**config.mk**
```make
export PLATFORM = sky130hd
export DESIGN_NAME = wind_mode_conditioner
export DESIGN_NICKNAME = d
export VERILOG_FILES = /design/src/rtl/wind_mode_conditioner.sv
export SDC_FILE = /design/constraint.sdc
export NUM_CORES = 1
export LEC_CHECK = 0
export ABC_AREA = 1
export BUFFER_PORTS_ARGS = -buffer_cell sky130_fd_sc_hd__buf_2
export CORE_UTILIZATION = 50
export CTS_BUF_LIST = sky130_fd_sc_hd__clkbuf_8
export DETAILED_ROUTE_END_ITERATION = 8
export PLACE_DENSITY = 0.67
export SETUP_SLACK_MARGIN = 0.15
export SYNTH_ARGS = -nofsm -noshare
export SYNTH_HDL_FRONTEND = slang
export SYNTH_SLANG_ARGS = --single-unit
```
**constraint.sdc**
```tcl
create_clock -name clk -period 2.8 [get_ports clk]
set_input_delay 0.14 -clock clk [delete_from_list [all_inputs] [get_ports clk]]
set_output_delay 0.14 -clock clk [all_outputs]
set_load 0.005 [all_outputs]
```
**src/rtl/wind_mode_conditioner.sv**
```systemverilog
// rtl/wind_mode_conditioner.sv - wind switch synchroniser, debouncer and step pulse generator
// Optional: define WIND_FAULT_EN to reject code 11 and raise fault instead of accepting it.
module wind_mode_conditioner #(
  parameter int DEBOUNCE_CYCLES = 4,
  parameter int STEP_PERIOD     = 8
) (
  input  logic       clk,
  input  logic       reset,
  input  logic [1:0] sw_in,
  output logic [1:0] mode,
  output logic       mode_changed,
  output logic       step,
  output logic       fault
);

  localparam int DW = $clog2(DEBOUNCE_CYCLES) + 1;
  localparam int SW = $clog2(STEP_PERIOD) + 1;
  // count value that, observed once more, completes the debounce window
  localparam logic [DW-1:0] DB_PRE  = DW'(DEBOUNCE_CYCLES - 1);
  localparam logic [SW-1:0] SP_LAST = SW'(STEP_PERIOD - 1);

  typedef enum logic {STABLE, PENDING} state_t;

  state_t          state;
  logic [1:0]      s1, s2;
  logic [1:0]      candidate;
  logic [DW-1:0]   db_cnt;
  logic [SW-1:0]   step_cnt;
  logic            obs_hit;
  logic            accept;
  logic            step_hold;

  // Decide whether this edge completes a debounce window, and whether it is accepted
  always_comb begin
    obs_hit = 1'b0;
    if (state == STABLE) begin
      obs_hit = (s2 != mode) && (DEBOUNCE_CYCLES == 1);
    end else begin
      obs_hit = (s2 != mode) && (s2 == candidate) && (db_cnt == DB_PRE);
    end
  end

`ifdef WIND_FAULT_EN
  logic illegal_hit;
  assign illegal_hit = obs_hit && (s2 == 2'b11);
  assign accept      = obs_hit && (s2 != 2'b11);
  // an illegal acceptance attempt restarts the period just like a real acceptance
  assign step_hold   = obs_hit || fault;

  // Fault flag: set when 11 survives the debounce window, cleared once s2 leaves 11
  always_ff @(posedge clk) begin
    if (reset) begin
      fault <= 1'b0;
    end else if (illegal_hit) begin
      fault <= 1'b1;
    end else if (s2 != 2'b11) begin
      fault <= 1'b0;
    end
  end
`else
  assign accept    = obs_hit;
  assign step_hold = obs_hit;
  assign fault     = 1'b0;
`endif

  // Synchroniser plus debounce FSM; mode and mode_changed are registered here
  always_ff @(posedge clk) begin
    if (reset) begin
      s1           <= 2'b00;
      s2           <= 2'b00;
      state        <= STABLE;
      candidate    <= 2'b00;
      db_cnt       <= '0;
      mode         <= 2'b00;
      mode_changed <= 1'b0;
    end else begin
      s1           <= sw_in;
      s2           <= s1;
      mode_changed <= accept;
      if (accept) begin
        mode <= s2;
      end
      case (state)
        STABLE: begin
          if (s2 != mode) begin
            candidate <= s2;
            if (!obs_hit) begin
              state  <= PENDING;
              db_cnt <= DW'(1);
            end else begin
              db_cnt <= '0;
            end
          end else begin
            db_cnt <= '0;
          end
        end
        PENDING: begin
          if ((s2 == mode) || obs_hit) begin
            state  <= STABLE;
            db_cnt <= '0;
          end else if (s2 == candidate) begin
            db_cnt <= db_cnt + DW'(1);
          end else begin
            candidate <= s2;
            db_cnt    <= DW'(1);
          end
        end
        default: begin
          state  <= STABLE;
          db_cnt <= '0;
        end
      endcase
    end
  end

  // Step generator: one-cycle pulse after each wrap, restarted by acceptance or fault
  always_ff @(posedge clk) begin
    if (reset) begin
      step_cnt <= '0;
      step     <= 1'b0;
    end else if (step_hold) begin
      step_cnt <= '0;
      step     <= 1'b0;
    end else if (step_cnt == SP_LAST) begin
      step_cnt <= '0;
      step     <= 1'b1;
    end else begin
      step_cnt <= step_cnt + SW'(1);
      step     <= 1'b0;
    end
  end

endmodule

```
==> summary.txt, run 1 <==
Clock network
  • CTS Hold Bufs: 0
  • Setup repair bufs after CTS: 0
  • CTS H-tree lvls: 1
  • Reg clk slew, reported paths: 70 ps
  • CTS Sinks: 18
  • Clock buffer depth: 2
  • Post-CTS sizing: 0
  • CTS Root Cell: clkbuf_8
  • CTS buffer count: 3
  • CTS tree: done
  • Worst-skew pair later-pin latency: 250 ps

Worst setup path
  • Slowest cell delay on critical path: 330 ps
  • CP cell instances: ha_1 -> ha_1 -> inv_1 -> a21oi_2 -> nand2_4 -> nand2_1 -> nor2_1
  • CP endpoint kind: flip-flop
  • Most common cell on crit path: ha_1
  • Slowest CP cell: dfxtp_1
  • CP Max Fanout: 5
  • Arrival @ worst endpoint: 1360 ps
  • CP startpoint kind: flip-flop
  • Required @ worst endpoint: 2950 ps
  • Setup Crit Path Kind: flip-flop to flip-flop
  • Number of buffers and inverters on the critical path: 1
  • Cell family with most CP delay: flip-flops

Die
  • Die W: 41.8 um
  • Overall die area: 1750 um2
  • Die height: 41.8 um
  • Core box area: 1490 um2
  • Initial Util: 53.3%
  • Std cell rows: 14
  • Io pins: 9

Placed design
  • GP Congestion: 0.740
  • Buffers on Ports: 7
  • Final HPWL from detailed placement: 935 um
  • DP Area: 841 um2
  • Dpl ws: 1590 ps

Pwr
  • Combinational Power Share: 6.6%
  • Power Dens Cells: 573 nW/um2
  • Internal Pwr Total: 0.403 mW
  • Sw Share: 21.5%
  • Clock share of power: 40.7%
  • VDD IR-drop max: 0.381 mV
  • Static leakage: 0.405 nW
  • P_sw: 0.110 mW
  • Sequential share of power: 52.7%

Synthesis
  • Synth Cell Area: 793 um2
  • Yosys cell types: 23
  • Syn. warnings: 0
  • Post-synth top area cell: dfxtp_1
  • Syn Nets: 101
  • Sequential area share after synthesis: 45.4%
  • Synth Register Bits: 18
  • Dominant cells by area after synthesis: dfxtp_1 45%, nand2_1 6.6%, inv_1 6.2%
  • Yosys top cell area share: 45.4%
  • Cell count after synthesis: 94
  • Syn_area_per_cell: 8.44 um2

Drt
  • DRT Pass-1 Iters: 4
  • DR WL/cell: 10.3 um
  • Via Count: 589
  • First DRT Iteration DRCs: 4
  • DRC violations left: 0
  • Mean number of vias per cell: 4.91
  • Total routed wirelength: 1230 um
  • Final ANT Viol Nets: 0

Global route
  • Tot GR Track Use: 17.3%
  • Largest net degree at the start of global routing: 11
  • Remaining global-route overflow: 0
  • Vias in the first global route: 562
  • Wire length of the first global-routing pass: 2250 um
  • Initial antenna violation count: 0

Timing
  • Clk_skew: 3.92 ps
  • Final setup vio count: 0
  • FMAX: 0.825 GHz
  • Worst setup margin: 1590 ps
  • Fin. max-slew vios: 0
  • Total Neg Setup Slack: 0 ps
  • Tmin final: 1210 ps
  • Tcrit/Tclk final: 43.3%
  • Final Hold Viols: 0
  • Unrepaired setup endpoints after global routing: false

Run status
  • Status: complete, no violations

Layout
  • Most common cell after layout, fill and taps aside: dfxtp_1
  • P&R area growth vs syn: 12.9%
  • Fill cell count: 133
  • Footprint of the multi-input gates: 365 um2
  • Share of cells above drive strength 1: 26.9%
  • Sequential Area: 360 um2
  • # nets final: 112
  • N_diodes: 0
  • Final Cell Area: 896 um2
  • Most frequent cells in the layout: 18 x dfxtp_1, 14 x nand2_1, 13 x inv_1, 13 x nor2_1

Job
  • Max Cap Viol: 0

Min path
  • Worst hold path class: input pin to flip-flop
[power groups by stage]
stage	clock, mW	combinational (mW)	sequential, mW
floorplan	0	0.0277	0.275
CTS	0.216	0.0341	0.270
global placement	0	0.0333	0.276
finish	0.209	0.0337	0.270
global route	0.225	0.0386	0.271
detailed placement	0	0.0340	0.276
[metal layers]
layer | global-route usage (%) | share of wire [%] | vias up
met5 | 0 | 0 | -
met3 | 3.91 | 3.0 | 5
met1 | 18.5 | 45 | 273
li1 | - | - | 304
met2 | 30.0 | 49 | 7
met4 | 11.6 | 2.7 | 0
[sequential cells by signal (all words and copies together) (netlist names)]
register	count
mode	2
s1	2
step_cnt	4
candidate	2
step	1
mode_changed	1
s2	2
db_cnt	3
state	1
[cell type report]
type | instances | share of cell area [%]
multi-input combinational | 59 | 40.8
tap | 16 | 2.23
sequential | 18 | 40.2
clock buffer | 4 | 6.15
inverter | 16 | 6.70
timing repair buffer | 7 | 3.91
[kinds of logic (layout without fill, tap and decap cells)]
| group | Yosys count | count (layout) | share of synthesized area (%) |
|---|---|---|---|
| AND/OR/NAND/NOR | 49 | 49 | 34.7 |
| adder cells (fa/ha/maj) | 3 | 3 | 4.73 |
| AO/OA/AOI/OAI | 4 | 4 | 3.94 |
| buffers and inverters | 17 | 27 | 8.52 |
| XOR/XNOR | 2 | 2 | 2.21 |
| flip-flops | 18 | 18 | 45.4 |
| other | 1 | 1 | 0.473 |
[per-stage QoR]
stage	utilization, %	hold WS (ps)	instances	power [mW]
CTS	60.2	79.7	120	0.521
global placement	56.5	340	116	0.309
finish	60.2	81.9	120	0.513
global route	60.2	88.3	120	0.535
floorplan	-	209	94	0.302
detailed placement	56.5	351	116	0.310
[Yosys cell counts]
master and number:
conb_1 1, ha_1 3, nand2_1 14, nand4_1 1, o22ai_1 1, buf_4 1
nand2_2 4, dfxtp_1 18, a21boi_2 1, nand3_1 7, clkinv_1 1, nor3b_2 1
a21oi_1 1, inv_1 13, xnor2_1 1, nand2_4 4, a21oi_2 1, nor2_4 2
nand3_2 2, nand3b_1 1, xor2_1 1, nor2_1 13, inv_2 2
[final timing paths]
| check | from | to | slack (ps) | cells past startpoint |
|---|---|---|---|---|
| max | db_cnt[0] | step_cnt[2] | 1590 | 7 |
| min | sw_in[0] | s1[0] | 80 | 3 |
| max reg2reg | db_cnt[0] | step_cnt[2] | 1590 | 7 |
| min reg2reg | s1[0] | s2[0] | 410 | 2 |
[worst reg2reg max path, delay by kind of cell (launching register included)]
kind | cells | cell delay (ps)
flops | 1 | 330
fa+ha+maj | 2 | 320
simple gates | 3 | 230
compound gates | 1 | 150
buf+inv | 1 | 70
No activity file was read; power rests on OpenSTA's default activity.
==> run 2: changes to the inputs <==
==> constraint.sdc (replaced) <==
create_clock -name clk -period 1.2 [get_ports clk]
set_input_delay 0.06 -clock clk [delete_from_list [all_inputs] [get_ports clk]]
set_output_delay 0.06 -clock clk [all_outputs]
set_load 0.005 [all_outputs]
==> run 2 against run 1 <==
Fmax rose by 7.6%; flip-flop and latch count did not move; setup slack lost 1500 ps; critical path depth is 1 higher; power rose by 140%; die area unchanged; clock skew fell by 0.51 ps; register-to-register slack worse by 1500 ps.
==> summary.txt, run 2 (synthesis results as in run 1) <==
Run status
  • Status: complete, no violations

Job
  • Max Cap Viol: 0

Timing
  • Unrepaired setup endpoints after global routing: true
  • Hold slack: 8.00 ps
  • Clk_skew: 3.41 ps
  • Tmin final: 1130 ps
  • Final Hold Viols: 0
  • FMAX: 0.888 GHz
  • Fin. max-slew vios: 0
  • Final setup vio count: 0
  • Total Neg Setup Slack: 0 ps
  • Tcrit/Tclk final: 93.8%
  • Worst setup margin: 74.0 ps

Drt
  • Via Count: 591
  • Mean number of vias per cell: 4.84
  • Final ANT Viol Nets: 0
  • DRT Pass-1 Iters: 4
  • First DRT Iteration DRCs: 3
  • DRC violations left: 0
  • Total routed wirelength: 1280 um
  • DR WL/cell: 10.5 um

Layout
  • P&R area growth vs syn: 25.9%
  • Top reg by flops: step_cnt
  • Fill cell count: 108
  • Sequential Area: 375 um2
  • Number of flip-flops in the largest register: 4
  • N_diodes: 0
  • Footprint of the multi-input gates: 433 um2
  • Final Cell Area: 998 um2
  • Biggest registers after layout: step_cnt x4, db_cnt x3
  • Share of cells above drive strength 1: 48.1%
  • Most frequent cells in the layout: 11 x nor2_1, 11 x nand2_1, 10 x inv_1, 10 x dfxtp_1
  • Finished Layout Cells: 122
  • Fin util: 67.1%
  • # nets final: 114

Placed design
  • Buffers on Ports: 7
  • DP Area: 871 um2
  • Final HPWL from detailed placement: 934 um
  • Placed insts: 116
  • Dpl ws: 58.0 ps
  • GP Congestion: 0.778

Pwr
  • Sw Share: 22.4%
  • VDD IR-drop max: 0.946 mV
  • Combinational Power Share: 7.7%
  • Clock share of power: 40.4%
  • Internal Pwr Total: 0.945 mW
  • Power Dens Cells: 1220 nW/um2
  • Static leakage: 0.422 nW
  • Pwr Total: 1.22 mW
  • Sequential share of power: 51.9%
  • P_sw: 0.272 mW

Die
  • Io pins: 9
  • Die W: 41.8 um
  • Die height: 41.8 um
  • Std cell rows: 14
  • Core box area: 1490 um2
  • Overall die area: 1750 um2
  • Initial Util: 53.3%

Worst setup path
  • Setup Crit Path Kind: flip-flop to flip-flop
  • Required @ worst endpoint: 1390 ps
  • Arrival @ worst endpoint: 1320 ps
  • CP endpoint kind: flip-flop
  • CP startpoint kind: flip-flop
  • CP Max Fanout: 6

Clock network
  • CTS tree: done
  • CTS Sinks: 18
  • Reg clk slew, reported paths: 70 ps
  • CTS buffer count: 3
  • Clock buffer depth: 2
  • CTS H-tree lvls: 1
  • CTS Root Cell: clkbuf_8
  • Worst-skew pair later-pin latency: 250 ps
  • CTS Hold Bufs: 0

Global route
  • Tot GR Track Use: 16.2%
  • Vias in the first global route: 545
  • Initial antenna violation count: 0
  • Wire length of the first global-routing pass: 2130 um
  • Largest net degree at the start of global routing: 11
  • Remaining global-route overflow: 0

Min path
  • Worst hold path class: input pin to flip-flop
==> run 2: power groups by stage <==
stage | logic [mW] | clock network, mW | registers [mW]
global route | 0.105 | 0.521 | 0.633
detailed placement | 0.0805 | 0 | 0.645
finish | 0.0936 | 0.492 | 0.631
floorplan | 0.0657 | 0 | 0.642
global placement | 0.0783 | 0 | 0.644
CTS | 0.0870 | 0.498 | 0.633
==> run 2: worst paths after layout <==
path / start / cells past startpoint / to / slack [ps]
worst min register to register: s1[0] / 2 / s2[0] / 400
worst max-delay path: s2[0] / 8 / mode[1] / 70
worst max register to register: s2[0] / 8 / mode[1] / 70
worst min-delay path: sw_in[0] / 3 / s1[0] / 8
==> run 2: final cells by class <==
cell class	count	share of cell area (%)
well taps	16	2.01
clock buffers	4	5.51
multi-input cells	59	43.4
repair buffers	9	5.01
flip-flops and latches	18	37.6
inverters	16	6.52
==> run 2: repair_timing <==
action                     in CTS  in global routing
buffers inserted                1                  1
cloned                          0                  0
pin swaps                       3                  7
setup endpoints to repair      12                 13
gates resized for setup        10                 11
==> run 2: per-layer routing <==
metal  GRT usage (%)  share of wire, %
met2            29.1                48
met1            17.7                46
met3            3.91               4.2
met4            7.74               1.6
met5               0                 0
==> run 2: worst max-delay path, cell delays in order (launching register included) <==
cell and delay, ps:
dfxtp_4 370, inv_2 60, nand2_2 80, nand2_4 70, nand2_4 100, nand2_2 70
nor2_4 150, nand3_1 90, nand2_1 70
==> run 3: changes to the inputs <==
==> constraint.sdc (replaced) <==
create_clock -name clk -period 1.2 [get_ports clk]
set_input_delay 0.24 -clock clk [delete_from_list [all_inputs] [get_ports clk]]
set_output_delay 0.24 -clock clk [all_outputs]
set_load 0.005 [all_outputs]
==> run 3 against run 2 <==
Flip-flop and latch count did not move; wire length rose by 8.6%; sequential power barely moved; global-route usage rose by 0.061 points; clock skew fell by 1.2 ps; first-iteration DRC count rose by 130%.
==> summary.txt, run 3 (synthesis results as in run 1) <==
Worst setup path
  • Required @ worst endpoint: 1350 ps
  • Arrival @ worst endpoint: 1290 ps
  • CP endpoint kind: flip-flop
  • R2R cell count: 7
  • CP startpoint kind: flip-flop
  • CP Max Fanout: 5
  • Setup Crit Path Kind: flip-flop to flip-flop

Placed design
  • Final HPWL from detailed placement: 835 um
  • Buffers on Ports: 7
  • GP Congestion: 0.776
  • DP Area: 878 um2

Pwr
  • Power Dens Cells: 1190 nW/um2
  • Static leakage: 0.431 nW
  • VDD IR-drop max: 0.913 mV

Layout
  • Top reg by flops: step_cnt
  • # nets final: 115
  • N_diodes: 0
  • Fin util: 69.7%
  • Most frequent cells in the layout: 11 x dfxtp_1, 10 x nor2_1, 9 x inv_1, 9 x nand2_2, 8 x nand2_1
  • Fill cell count: 119
  • Biggest registers after layout: step_cnt x4, db_cnt x3
  • Number of flip-flops in the largest register: 4
  • Share of cells above drive strength 1: 55.1%
  • Final Cell Area: 1040 um2
  • P&R area growth vs syn: 30.9%
  • Most common cell after layout, fill and taps aside: dfxtp_1

Min path
  • WHS Path Cells: 3
  • Worst hold path class: input pin to flip-flop

Global route
  • Tot GR Track Use: 16.3%
  • Largest net degree at the start of global routing: 11
  • Remaining global-route overflow: 0
  • Vias in the first global route: 540
  • Initial antenna violation count: 0
  • Wire length of the first global-routing pass: 2130 um

Drt
  • DRC violations left: 0
  • Mean number of vias per cell: 4.93
  • DRT Pass-1 Iters: 4
  • DR WL/cell: 11.3 um
  • First DRT Iteration DRCs: 7
  • Total routed wirelength: 1390 um
  • Final ANT Viol Nets: 0
  • Via Count: 606

Clock network
  • CTS H-tree lvls: 1
  • CTS tree: done
  • CTS buffer count: 3
  • Clock buffer depth: 2
  • CTS Sinks: 18
  • Worst-skew pair later-pin latency: 260 ps
  • CTS Root Cell: clkbuf_8
  • Reg clk slew, reported paths: 70 ps

Die
  • Overall die area: 1750 um2
  • Io pins: 9
  • Std cell rows: 14
  • Core box area: 1490 um2
  • Initial Util: 53.3%
  • Die W: 41.8 um
  • Die height: 41.8 um

Job
  • Max Cap Viol: 0

Timing
  • Final Hold Viols: 0
  • FMAX: 0.878 GHz
  • Total Neg Setup Slack: 0 ps
  • Tmin final: 1140 ps
  • Tcrit/Tclk final: 94.9%
  • Final setup vio count: 0
  • Clk_skew: 2.23 ps
  • Unrepaired setup endpoints after global routing: true
  • Fin. max-slew vios: 0

Run status
  • Status: complete, no violations
[run 3: cell types whose count changed in the layout (fill, tap and decap cells not counted), moves of 2 or more]
| cell | before | now |
|---|---|---|
| nand3_2 | 4 | 6 |
| nand3_1 | 4 | 2 |
| nand2_2 | 7 | 9 |
| nand2_1 | 11 | 8 |
| dfxtp_2 | 6 | 4 |
[run 3: worst max-delay path, stage by stage, from the launching register on]
cell and delay, ps:
dfxtp_2 350, ha_4 130, ha_4 140, inv_4 40
a21oi_4 130, nand2_4 100, nand3_2 70, nand2_1 70
[run 3: cell type report]
cell class | instances | area (um2) | share of cell area [%]
inverters | 16 | 67.6 | 6.51
multi-input cells | 59 | 462 | 44.5
clock buffers | 4 | 55.1 | 5.30
repair buffers | 10 | 57.6 | 5.54
well taps | 16 | 20.0 | 1.93
flip-flops and latches | 18 | 377 | 36.3
[run 3: repair_timing]
item,CTS,global route
endpoints found under the setup margin,11,15
hold buffers,0,0
pin swaps,6,9
gates resized for setup,8,23
setup buffers,0,2
[run 3: through the flow]
| stage | setup WS [ps] | std cells | total power, mW | hold slack, ps |
|---|---|---|---|---|
| after CTS | 64.3 | 121 | 1.22 | 185 |
| after global routing | 10.7 | 123 | 1.28 | 188 |
| after floorplan | 142 | 94 | 0.708 | 309 |
| after global placement | 85.6 | 117 | 0.725 | 389 |
| after detailed placement | 76.4 | 117 | 0.727 | 392 |
| final | 60.8 | 123 | 1.24 | 177 |
[run 3: layer usage]
metal  vias up  share of wire (%)  GRT usage [%]
met4         0                1.9           9.68
met1       282                 46           19.8
met3         5                2.9           3.91
li1        310                  -              -
met5         -                  0              0
met2         9                 49           25.9
[run 3: path summary, 6_finish.rpt]
kind / slack [ps] / start / to
setup / recovery: 60 / db_cnt[0] / mode[0]
hold / removal: 180 / sw_in[1] / s1[1]
setup reg to reg: 60 / db_cnt[0] / mode[0]
hold reg to reg: 390 / s1[0] / s2[0]
[run 3: power breakdown]
part           leakage (nW)  total [mW]  internal, mW  switching, mW
combinational         0.251       0.102        0.0438         0.0581
clock                0.0288       0.505         0.292          0.213
sequential            0.151       0.630         0.613         0.0172
